[config.mk]
export PLATFORM = sky130hd
export DESIGN_NAME = crc_frame_packer_flat
export DESIGN_NICKNAME = d
export VERILOG_FILES = /design/src/rtl/crc_frame_packer_pkg.sv /design/src/rtl/crc_frame_packer_if.sv /design/src/rtl/crc_frame_packer_lat_timer.sv /design/src/rtl/crc_frame_packer.sv /design/src/flat_wrapper.sv
export SDC_FILE = /design/constraint.sdc
export NUM_CORES = 1
export LEC_CHECK = 0
export BUFFER_PORTS_ARGS = -buffer_cell sky130_fd_sc_hd__buf_2
export CAP_MARGIN = 20
export CORE_MARGIN = 10
export CORE_UTILIZATION = 46
export DETAILED_ROUTE_END_ITERATION = 10
export PLACE_DENSITY = 0.87
export SKIP_CTS_REPAIR_TIMING = 1
export SLEW_MARGIN = 30
export SYNTH_ARGS = -nofsm -noshare
export SYNTH_HDL_FRONTEND = slang
export SYNTH_SLANG_ARGS = --single-unit
[constraint.sdc]
create_clock -name Clock -period 2.6 [get_ports Clock]
set_clock_uncertainty 0.2 [all_clocks]
set_input_delay 0.26 -clock Clock [delete_from_list [all_inputs] [get_ports Clock]]
set_output_delay 0.26 -clock Clock [all_outputs]
set_load 0.05 [all_outputs]
[src/rtl/crc_frame_packer_pkg.sv]
// crc_frame_pkg: widths and FSM encoding shared by the CRC frame packer.
// Trailer word: CRC in [9:0], optional word count in [31:16].
package crc_frame_pkg;

   localparam int DATA_W    = 32;
   localparam int CRC_W     = 10;
   localparam int CNT_W     = 16;
   localparam int PAD_W     = DATA_W - CRC_W;
   localparam int LEN_PAD_W = DATA_W - CNT_W - CRC_W;
   localparam int LAT_W     = 3;

   typedef enum logic [2:0] {
      S_IDLE    = 3'd0,
      S_CLEAR   = 3'd1,
      S_DATA    = 3'd2,
      S_WAIT    = 3'd3,
      S_TRAILER = 3'd4
   } state_e;

endpackage

[src/rtl/crc_frame_packer_if.sv]
// crc_frame_packer_if: source stream, CRC engine and downstream signals.
// master = packer view, slave = source/engine/sink view.
interface crc_frame_packer_if;
   import crc_frame_pkg::*;

   logic [DATA_W-1:0] In_Data;
   logic              In_Valid;
   logic              In_Last;
   logic              In_Ready;
   logic [DATA_W-1:0] CRC_Data_In;
   logic              CRC_En;
   logic              CRC_Clr;
   logic [CRC_W-1:0]  CRC_Out;
   logic [DATA_W-1:0] Out_Data;
   logic              Out_Valid;
   logic              Out_Last;
   logic              Out_Ready;
   logic              Frame_Err;

   modport master (
      input  In_Data, In_Valid, In_Last, CRC_Out, Out_Ready,
      output In_Ready, CRC_Data_In, CRC_En, CRC_Clr,
      output Out_Data, Out_Valid, Out_Last, Frame_Err
   );

   modport slave (
      output In_Data, In_Valid, In_Last, CRC_Out, Out_Ready,
      input  In_Ready, CRC_Data_In, CRC_En, CRC_Clr,
      input  Out_Data, Out_Valid, Out_Last, Frame_Err
   );

endinterface

[src/rtl/crc_frame_packer_lat_timer.sv]
// crc_lat_timer: loadable down-counter covering the CRC engine latency.
// Ports: clk, rst, load_i/val_i (preset), en_i (count), done_o (at zero).
module crc_lat_timer #(
   parameter int W = 3
) (
   input  logic         clk,
   input  logic         rst,
   input  logic         load_i,
   input  logic [W-1:0] val_i,
   input  logic         en_i,
   output logic         done_o
);

   logic [W-1:0] cnt_q;

   always_ff @(posedge clk) begin
      if (rst) begin
         cnt_q <= '0;
      end else if (load_i) begin
         cnt_q <= val_i;
      end else if (en_i && cnt_q != '0) begin
         cnt_q <= cnt_q - W'(1);
      end
   end

   assign done_o = (cnt_q == '0);

endmodule

[src/rtl/crc_frame_packer.sv]
// crc_frame_packer: clears the CRC engine per frame, feeds and forwards
// each word, then appends a CRC trailer word. Option: CRC_PACK_LEN_EN.
// Ports: Clock, Reset (sync, high); bus = source in, engine, sink out.
module crc_frame_packer
   import crc_frame_pkg::*;
#(
   parameter int CRC_LAT   = 1,
   parameter int MAX_WORDS = 256
) (
   input logic                Clock,
   input logic                Reset,
   crc_frame_packer_if.master bus
);

   localparam logic [LAT_W-1:0] LAT_M1  = LAT_W'(CRC_LAT - 1);
   localparam logic [CNT_W-1:0] MAX_CNT = CNT_W'(MAX_WORDS);

   state_e            state_q;
   logic [DATA_W-1:0] out_data_q;
   logic [DATA_W-1:0] crc_data_q;
   logic [DATA_W-1:0] trailer_d;
   logic              out_valid_q;
   logic              out_last_q;
   logic              crc_en_q;
   logic              crc_clr_q;
   logic              frame_err_q;
   logic [CNT_W-1:0]  cnt_q;
   logic [CNT_W-1:0]  cnt_d;
   logic              in_ready;
   logic              accept;
   logic              pop;
   logic              forced;
   logic              last_word;
   logic              tmr_done;

   assign pop       = out_valid_q & bus.Out_Ready;
   assign in_ready  = (state_q == S_DATA)
                    & (~out_valid_q | bus.Out_Ready);
   assign accept    = in_ready & bus.In_Valid;
   assign cnt_d     = cnt_q + CNT_W'(1);
   // Hitting the word limit without a delimiter closes the frame.
   assign forced    = (cnt_d == MAX_CNT) & ~bus.In_Last;
   assign last_word = bus.In_Last | forced;

   always_comb begin
`ifdef CRC_PACK_LEN_EN
      trailer_d = {cnt_q, {LEN_PAD_W{1'b0}}, bus.CRC_Out};
`else
      trailer_d = {{PAD_W{1'b0}}, bus.CRC_Out};
`endif
   end

   // Preset to CRC_LAT-1 so TRAILER is entered exactly when
   // CRC_Out first holds the final frame CRC.
   crc_lat_timer #(.W(LAT_W)) u_timer (
      .clk    (Clock),
      .rst    (Reset),
      .load_i (accept & last_word),
      .val_i  (LAT_M1),
      .en_i   (state_q == S_WAIT),
      .done_o (tmr_done)
   );

   always_ff @(posedge Clock) begin
      if (Reset) begin
         state_q     <= S_IDLE;
         out_data_q  <= '0;
         out_valid_q <= 1'b0;
         out_last_q  <= 1'b0;
         crc_data_q  <= '0;
         crc_en_q    <= 1'b0;
         crc_clr_q   <= 1'b0;
         frame_err_q <= 1'b0;
         cnt_q       <= '0;
      end else begin
         crc_en_q    <= 1'b0;
         crc_clr_q   <= 1'b0;
         frame_err_q <= 1'b0;
         if (pop) begin
            out_valid_q <= 1'b0;
            out_last_q  <= 1'b0;
         end
         unique case (state_q)
            S_IDLE: begin
               if (bus.In_Valid && !out_valid_q) begin
                  state_q   <= S_CLEAR;
                  crc_clr_q <= 1'b1;
               end
            end
            S_CLEAR: begin
               state_q <= S_DATA;
            end
            S_DATA: begin
               if (accept) begin
                  out_data_q  <= bus.In_Data;
                  crc_data_q  <= bus.In_Data;
                  out_valid_q <= 1'b1;
                  out_last_q  <= 1'b0;
                  crc_en_q    <= 1'b1;
                  cnt_q       <= cnt_d;
                  if (last_word) begin
                     state_q     <= S_WAIT;
                     frame_err_q <= forced;
                  end
               end
            end
            S_WAIT: begin
               if (tmr_done) begin
                  state_q <= S_TRAILER;
               end
            end
            S_TRAILER: begin
               if (out_valid_q && out_last_q) begin
                  if (bus.Out_Ready) begin
                     state_q <= S_IDLE;
                     cnt_q   <= '0;
                  end
               end else if (!out_valid_q || bus.Out_Ready) begin
                  out_data_q  <= trailer_d;
                  out_valid_q <= 1'b1;
                  out_last_q  <= 1'b1;
               end
            end
            default: begin
               state_q <= S_IDLE;
            end
         endcase
      end
   end

   assign bus.In_Ready    = in_ready;
   assign bus.Out_Data    = out_data_q;
   assign bus.Out_Valid   = out_valid_q;
   assign bus.Out_Last    = out_last_q;
   assign bus.CRC_Data_In = crc_data_q;
   assign bus.CRC_En      = crc_en_q;
   assign bus.CRC_Clr     = crc_clr_q;
   assign bus.Frame_Err   = frame_err_q;

endmodule

[src/flat_wrapper.sv]
// flat-port wrapper written by rule: the top's interface ports become plain ports
module crc_frame_packer_flat import crc_frame_pkg::*;
#(
   parameter int CRC_LAT   = 1,
   parameter int MAX_WORDS = 256
)
  (Clock, Reset, bus_In_Data, bus_In_Valid, bus_In_Last, bus_CRC_Out, bus_Out_Ready, bus_In_Ready, bus_CRC_Data_In, bus_CRC_En, bus_CRC_Clr, bus_Out_Data, bus_Out_Valid, bus_Out_Last, bus_Frame_Err);
  crc_frame_packer_if bus_i ();
  input logic Clock;
  input logic Reset;
  input wire logic [$bits(bus_i.In_Data)-1:0] bus_In_Data;
  input wire logic [$bits(bus_i.In_Valid)-1:0] bus_In_Valid;
  input wire logic [$bits(bus_i.In_Last)-1:0] bus_In_Last;
  input wire logic [$bits(bus_i.CRC_Out)-1:0] bus_CRC_Out;
  input wire logic [$bits(bus_i.Out_Ready)-1:0] bus_Out_Ready;
  output wire logic [$bits(bus_i.In_Ready)-1:0] bus_In_Ready;
  output wire logic [$bits(bus_i.CRC_Data_In)-1:0] bus_CRC_Data_In;
  output wire logic [$bits(bus_i.CRC_En)-1:0] bus_CRC_En;
  output wire logic [$bits(bus_i.CRC_Clr)-1:0] bus_CRC_Clr;
  output wire logic [$bits(bus_i.Out_Data)-1:0] bus_Out_Data;
  output wire logic [$bits(bus_i.Out_Valid)-1:0] bus_Out_Valid;
  output wire logic [$bits(bus_i.Out_Last)-1:0] bus_Out_Last;
  output wire logic [$bits(bus_i.Frame_Err)-1:0] bus_Frame_Err;
  assign bus_i.In_Data = bus_In_Data;
  assign bus_i.In_Valid = bus_In_Valid;
  assign bus_i.In_Last = bus_In_Last;
  assign bus_i.CRC_Out = bus_CRC_Out;
  assign bus_i.Out_Ready = bus_Out_Ready;
  assign bus_In_Ready = bus_i.In_Ready;
  assign bus_CRC_Data_In = bus_i.CRC_Data_In;
  assign bus_CRC_En = bus_i.CRC_En;
  assign bus_CRC_Clr = bus_i.CRC_Clr;
  assign bus_Out_Data = bus_i.Out_Data;
  assign bus_Out_Valid = bus_i.Out_Valid;
  assign bus_Out_Last = bus_i.Out_Last;
  assign bus_Frame_Err = bus_i.Frame_Err;
  crc_frame_packer #(.CRC_LAT(CRC_LAT), .MAX_WORDS(MAX_WORDS)) u_core (.Clock(Clock), .Reset(Reset), .bus(bus_i));
endmodule
==> results of run 1 <==
==> layout make-up <==
class,count,area share [%]
flip-flops and latches,91,36.0
clock inverters,4,0.518
multi-input cells,341,35.3
inverters,9,0.666
repair buffers,170,22.0
well taps,105,2.59
clock buffers,12,2.86
diodes,2,0.0986
==> worst paths after layout <==
kind / startpoint / end / slack, ns / depth (start not counted)
max reg2reg: u_core.state_q[1]$_SDFFE_PP0P_ / u_core.bus.Out_Data[7]$_SDFFE_PP0P_ / 0.04 / 8
min: bus_In_Data[30] / u_core.bus.CRC_Data_In[30]$_SDFFE_PP0P_ / -0.01 / 3
min reg2reg: u_core.bus.Out_Data[21]$_SDFFE_PP0P_ / u_core.bus.Out_Data[21]$_SDFFE_PP0P_ / 0.26 / 2
max: u_core.state_q[1]$_SDFFE_PP0P_ / u_core.bus.Out_Data[7]$_SDFFE_PP0P_ / 0.04 / 8
==> cells by family after synthesis <==
| kind of cell | share of synthesized area [%] |
|---|---|
| simple gates | 25.3 |
| compound gates | 18.9 |
| flops | 47.5 |
| buf+inv | 6.14 |
| xor+xnor | 0.914 |
| fa+ha+maj | 1.31 |
==> metrics by stage <==
stage / TNS (ns) / std cells / instance area, um^2
after detailed placement: 0 / 674 / 4470
final: 0 / 734 / 5070
after global placement: 0 / 674 / 4470
after global routing: -0.122 / 734 / 5070
after CTS: 0 / 690 / 4640
after floorplan: 0 / 477 / 3830
==> critical path, delay by kind of cell (launching register included) <==
| family | cells | cell delay (ns) |
|---|---|---|
| buffers and inverters | 3 | 1.06 |
| AOI/OAI and AO/OA | 2 | 0.47 |
| DFF | 1 | 0.40 |
| and+or+nand+nor | 3 | 0.37 |
==> power groups by stage <==
stage / logic (W) / registers, W / clock network (W)
2_1_floorplan: 0.000233 / 0.00176 / 0
4_1_cts: 0.000620 / 0.00152 / 0.000863
6_report: 0.000682 / 0.00152 / 0.000847
3_3_place_gp: 0.000610 / 0.00154 / 0
3_5_place_dp: 0.000618 / 0.00155 / 0
5_1_grt: 0.000726 / 0.00153 / 0.000928
==> registers in the layout, indices dropped and copies added (netlist names), 3 cells and up <==
name / count
u_core.state_q: 3
u_core.u_timer.cnt_q: 3
u_core.bus.CRC_Data_In: 32
u_core.cnt_q: 16
u_core.bus.Out_Data: 32
==> cell usage in the layout (no fill, tap or decap), types with 4 or more instances in the layout <==
| master | netlist | routed |
|---|---|---|
| clkbuf_8 | 2 | 10 |
| o21ai_0 | 11 | 11 |
| a21oi_1 | 72 | 72 |
| nor4_1 | 8 | 7 |
| a211oi_1 | 6 | 6 |
| dfxtp_1 | 91 | 88 |
| nand2_1 | 124 | 124 |
| buf_4 | 0 | 10 |
| a311oi_1 | 13 | 13 |
| nor2_1 | 33 | 32 |
| inv_1 | 9 | 9 |
| buf_2 | 0 | 116 |
| nand3_1 | 11 | 11 |
| a31oi_1 | 4 | 4 |
| nor3_1 | 8 | 8 |
| nand4_1 | 5 | 5 |
| dlygate4sd3_1 | 0 | 42 |
| ha_1 | 4 | 4 |
==> cells in the mapped netlist (3+ instances only) <==
| cell | n |
|---|---|
| a211oi_1 | 6 |
| a21oi_1 | 72 |
| a311oi_1 | 13 |
| a31oi_1 | 4 |
| buf_6 | 6 |
| clkbuf_1 | 27 |
| dfxtp_1 | 91 |
| ha_1 | 4 |
| inv_1 | 9 |
| nand2_1 | 124 |
| nand3_1 | 11 |
| nand3b_1 | 3 |
| nand4_1 | 5 |
| nor2_1 | 33 |
| nor2b_1 | 3 |
| nor3_1 | 8 |
| nor4_1 | 8 |
| o21ai_0 | 11 |
| or3_1 | 3 |
| xnor2_1 | 3 |
==> per-layer routing <==
metal | GRT usage [%] | wire length [um]
met1 | 19.4 | 4730
met2 | 27.7 | 6110
met3 | 6.33 | 982
met4 | 4.88 | 295
met5 | 0 | 0
==> impl_metrics.env, run 1 <==
export IMPL_ys_seq_area_share_pct=47.5
export IMPL_seq_power_share_pct=49.9
export IMPL_p_int_w=0.00204
export IMPL_cts_buffers=9
export IMPL_path_clk_slew_ns=0.09
export IMPL_async_flop_share_pct=0
export IMPL_final_hold_viol_count=5
export IMPL_die_area_um2=12400
export IMPL_wl_um=12100
export IMPL_pwr_share_clk_pct=27.8
export IMPL_slew_viol_final=0
export IMPL_port_buffers=116
export IMPL_area_delta_synth_final_pct=32.3
export IMPL_cp_cell_sequence="nor2_1 -> nand2_1 -> buf_4 -> a22oi_1 -> buf_4 -> nor2_1 -> a311oi_1 -> dlygate4sd3_1"
export IMPL_timing_final_ws_setup_ns=0.0365
export IMPL_firstDrtPassIters=5
export IMPL_sw_frac_of_total_pct=33.0
export IMPL_crit_path_max_fanout=20
export IMPL_ys_seq_elements=91
export IMPL_p_total_w=0.00305
export IMPL_ant_nets=0
export IMPL_fillCellCount=686
export IMPL_critPathCaptureType="flip-flop"
export IMPL_gp_congestion=0.909
export IMPL_synth_edf_count=0
export IMPL_ios=117
export IMPL_synth_top_area_cell="dfxtp_1"
export IMPL_mappedNetlistArea_um2=3830
export IMPL_crit_arrival_ns=2.66
export IMPL_clk_latency_ns=0.35
export IMPL_postSynthAreaPerCell_um2=8.04
export IMPL_grt_ovfl_total=0
export IMPL_netlist_top_cells_area="dfxtp_1, nand2_1, a21oi_1, nor2_1, a311oi_1"
export IMPL_syn_nets=528
export IMPL_core_um2=8180
export IMPL_multiInputGateArea_um2=1790
export IMPL_slowest_stage="dlygate4sd3_1"
export IMPL_regArea_um2=1830
export IMPL_nets=673
export IMPL_cp_start_kind="flip-flop"
export IMPL_wire_per_inst_um=16.5
export IMPL_p_leak_nw=2.07
export IMPL_status="finished, violations left"
export IMPL_critPathRequiredTime_ns=2.70
export IMPL_synth_top_area_share_pct=47.5
export IMPL_ys_flop_type="dfxtp_1"
export IMPL_die_w_um=111
export IMPL_viasPerCell=5.53
export IMPL_post_dp_hpwl_um=7920
export IMPL_synthCells=477
export IMPL_holdWs_ns=-0.0108
export IMPL_grt_usage_pct=16.7
export IMPL_drc=0
export IMPL_slowest_delay_ns=0.59
export IMPL_ir_drop_mv=0.444
export IMPL_slew_headroom_pct=37.2
export IMPL_p_comb_share_pct=22.4
export IMPL_utilization_pct=62.1
export IMPL_drv_cap=0
export IMPL_grt_pass1_vias=3544
export IMPL_fmax_mhz=390
export IMPL_fin_crit_ns=2.56
export IMPL_crit_type="flip-flop to flip-flop"
export IMPL_dr_total_vias=4060
export IMPL_num_rows=33
export IMPL_initialDrtViolationCount=386
export IMPL_fin_crit_sh_pct=98.6
export IMPL_die_height_um=111
export IMPL_finalSetupViolCount=0
export IMPL_hold_class="input port to flip-flop"
export IMPL_htree_levels=3
export IMPL_start_util_pct=46.9
export IMPL_antenna_found_initial=2
export IMPL_ys_warn_count=0
export IMPL_cts_sinks=91
export IMPL_switchingPower_w=0.00101
export IMPL_synth_distinct_cells=48
export IMPL_worst_pin_slew_ns=0.942
export IMPL_clock_root_buffer="clkbuf_8"
export IMPL_grt_max_degree=58
export IMPL_cts_tree="done"
export IMPL_grt_pass1_wl_um=17700
export IMPL_post_place_ws_ns=0.135
export IMPL_powerDensity_nw_per_um2=601
export IMPL_violations="negative hold slack"
export IMPL_layout_drive_gt1_share_pct=25.2
export IMPL_cts_buffer_depth=2
(Power assumes the default switching activity.)
==> run 2: changes to the inputs <==
--- a/config.mk
+++ b/config.mk
@@ -11,6 +11,7 @@
 export CORE_UTILIZATION = 46
 export DETAILED_ROUTE_END_ITERATION = 10
 export PLACE_DENSITY = 0.87
+export REMOVE_ABC_BUFFERS = 1
 export SKIP_CTS_REPAIR_TIMING = 1
 export SLEW_MARGIN = 30
 export SYNTH_ARGS = -nofsm -noshare
==> impl_metrics.env, run 2 (synthesis results as in run 1) <==
export IMPL_slew_headroom_pct=43.5
export IMPL_firstDrtPassIters=4
export IMPL_cts_sinks=91
export IMPL_nets=672
export IMPL_ant_nets=0
export IMPL_crit_type="flip-flop to flip-flop"
export IMPL_mostFrequentLayoutCell="nand2_1"
export IMPL_layout_drive_gt1_share_pct=24.9
export IMPL_fmax_mhz=416
export IMPL_core_um2=8180
export IMPL_worst_pin_slew_ns=0.848
export IMPL_cp_cell_sequence="ha_1 -> nand3_2 -> o41a_1 -> a31oi_1 -> o41ai_2 -> a31o_1 -> o311a_1"
export IMPL_final_area_um2=5060
export IMPL_start_util_pct=46.9
export IMPL_critPathRequiredTime_ns=2.65
export IMPL_slowest_delay_ns=0.47
export IMPL_slew_viol_final=0
export IMPL_hold_class="input port to flip-flop"
export IMPL_cts_tree="done"
export IMPL_final_cell_mix="nand2_1, buf_2, dfxtp_1, a21oi_1, dlygate4sd3_1"
export IMPL_holdWs_ns=-0.0156
export IMPL_diodes=0
export IMPL_ir_drop_mv=0.356
export IMPL_num_rows=33
export IMPL_ios=117
export IMPL_grt_pass1_wl_um=17400
export IMPL_clk_latency_ns=0.36
export IMPL_violations="negative hold slack"
export IMPL_crit_arrival_ns=2.45
export IMPL_critPathCaptureType="flip-flop"
export IMPL_utilization_pct=62.0
export IMPL_timing_final_ws_setup_ns=0.196
export IMPL_wire_per_inst_um=15.7
export IMPL_viasPerCell=5.39
export IMPL_fin_crit_ns=2.40
export IMPL_die_w_um=111
export IMPL_status="finished, violations left"
export IMPL_drv_cap=0
export IMPL_grt_max_degree=47
export IMPL_port_buffers=116
export IMPL_place_area_um2=4450
export IMPL_die_height_um=111
export IMPL_htree_levels=3
export IMPL_rsz0062_at_grt="false"
export IMPL_drc=0
export IMPL_post_dp_hpwl_um=7610
export IMPL_cts_buffers=9
export IMPL_final_hold_viol_count=2
export IMPL_initialDrtViolationCount=354
export IMPL_post_place_ws_ns=0.200
export IMPL_p_leak_nw=2.07
export IMPL_slowest_stage="dfxtp_1"
export IMPL_fin_crit_sh_pct=92.5
export IMPL_path_clk_slew_ns=0.10
export IMPL_wl_um=11500
export IMPL_antenna_found_initial=0
export IMPL_cts_buffer_depth=2
export IMPL_hold_path_depth=3
export IMPL_gp_congestion=0.944
export IMPL_grt_usage_pct=16.4
export IMPL_clock_root_buffer="clkbuf_8"
export IMPL_dr_total_vias=3941
export IMPL_grt_pass1_vias=3651
export IMPL_rr_worst_depth=7
export IMPL_cp_start_kind="flip-flop"
export IMPL_die_area_um2=12400
export IMPL_finalSetupViolCount=0
export IMPL_powerDensity_nw_per_um2=623
export IMPL_grt_ovfl_total=0
export IMPL_crit_path_max_fanout=7
export IMPL_area_delta_synth_final_pct=32.1
==> run 2: cell type report <==
class / count / area, um^2
Clock inverter: 6 / 71.3
Inverter: 9 / 33.8
Sequential cell: 91 / 1820
Tap cell: 105 / 131
Fill cell: 687 / 3110
Multi-Input combinational cell: 341 / 1780
Timing Repair Buffer: 169 / 1090
Clock buffer: 10 / 128
==> run 2: worst paths after layout <==
kind | startpoint | end | slack (ns)
min | bus_In_Data[18] | u_core.bus.Out_Data[18]$_SDFFE_PP0P_ | -0.02
min reg2reg | u_core.bus.Out_Data[25]$_SDFFE_PP0P_ | u_core.bus.Out_Data[25]$_SDFFE_PP0P_ | 0.26
max | u_core.cnt_q[1]$_SDFFE_PP0P_ | u_core.state_q[0]$_SDFFE_PP0P_ | 0.20
max reg2reg | u_core.cnt_q[1]$_SDFFE_PP0P_ | u_core.state_q[0]$_SDFFE_PP0P_ | 0.20
==> run 2: report_power, final <==
part	switching (W)	internal (W)	total (W)
combinational	0.000468	0.000196	0.000665
sequential	0.0000529	0.00147	0.00152
clock	0.000516	0.000457	0.000973
total	0.00104	0.00212	0.00316
==> run 2: per-layer routing <==
| layer | GRT usage [%] | vias to the layer above | wire (um) |
|---|---|---|---|
| li1 | - | 1942 | - |
| met1 | 18.9 | 1844 | 4850 |
| met2 | 27.9 | 141 | 5720 |
| met3 | 6.17 | 14 | 743 |
| met4 | 3.77 | 0 | 146 |
| met5 | 0 | - | 0 |
==> run 2: critical path, delay by kind of cell, from the launching register on <==
kind	cells	cell delay, ns
fa+ha+maj	1	0.23
flops	1	0.47
simple gates	1	0.12
compound gates	5	1.29
==> run 2: per-stage QoR <==
| step | power, W | cells | setup TNS, ns |
|---|---|---|---|
| 4_1_cts | 0.00312 | 690 | 0 |
| 5_1_grt | 0.00328 | 731 | 0 |
| 3_5_place_dp | 0.00216 | 674 | 0 |
| 3_3_place_gp | 0.00214 | 674 | 0 |
| 2_1_floorplan | 0.00195 | 441 | -8.74 |
| 6_report | 0.00316 | 731 | 0 |
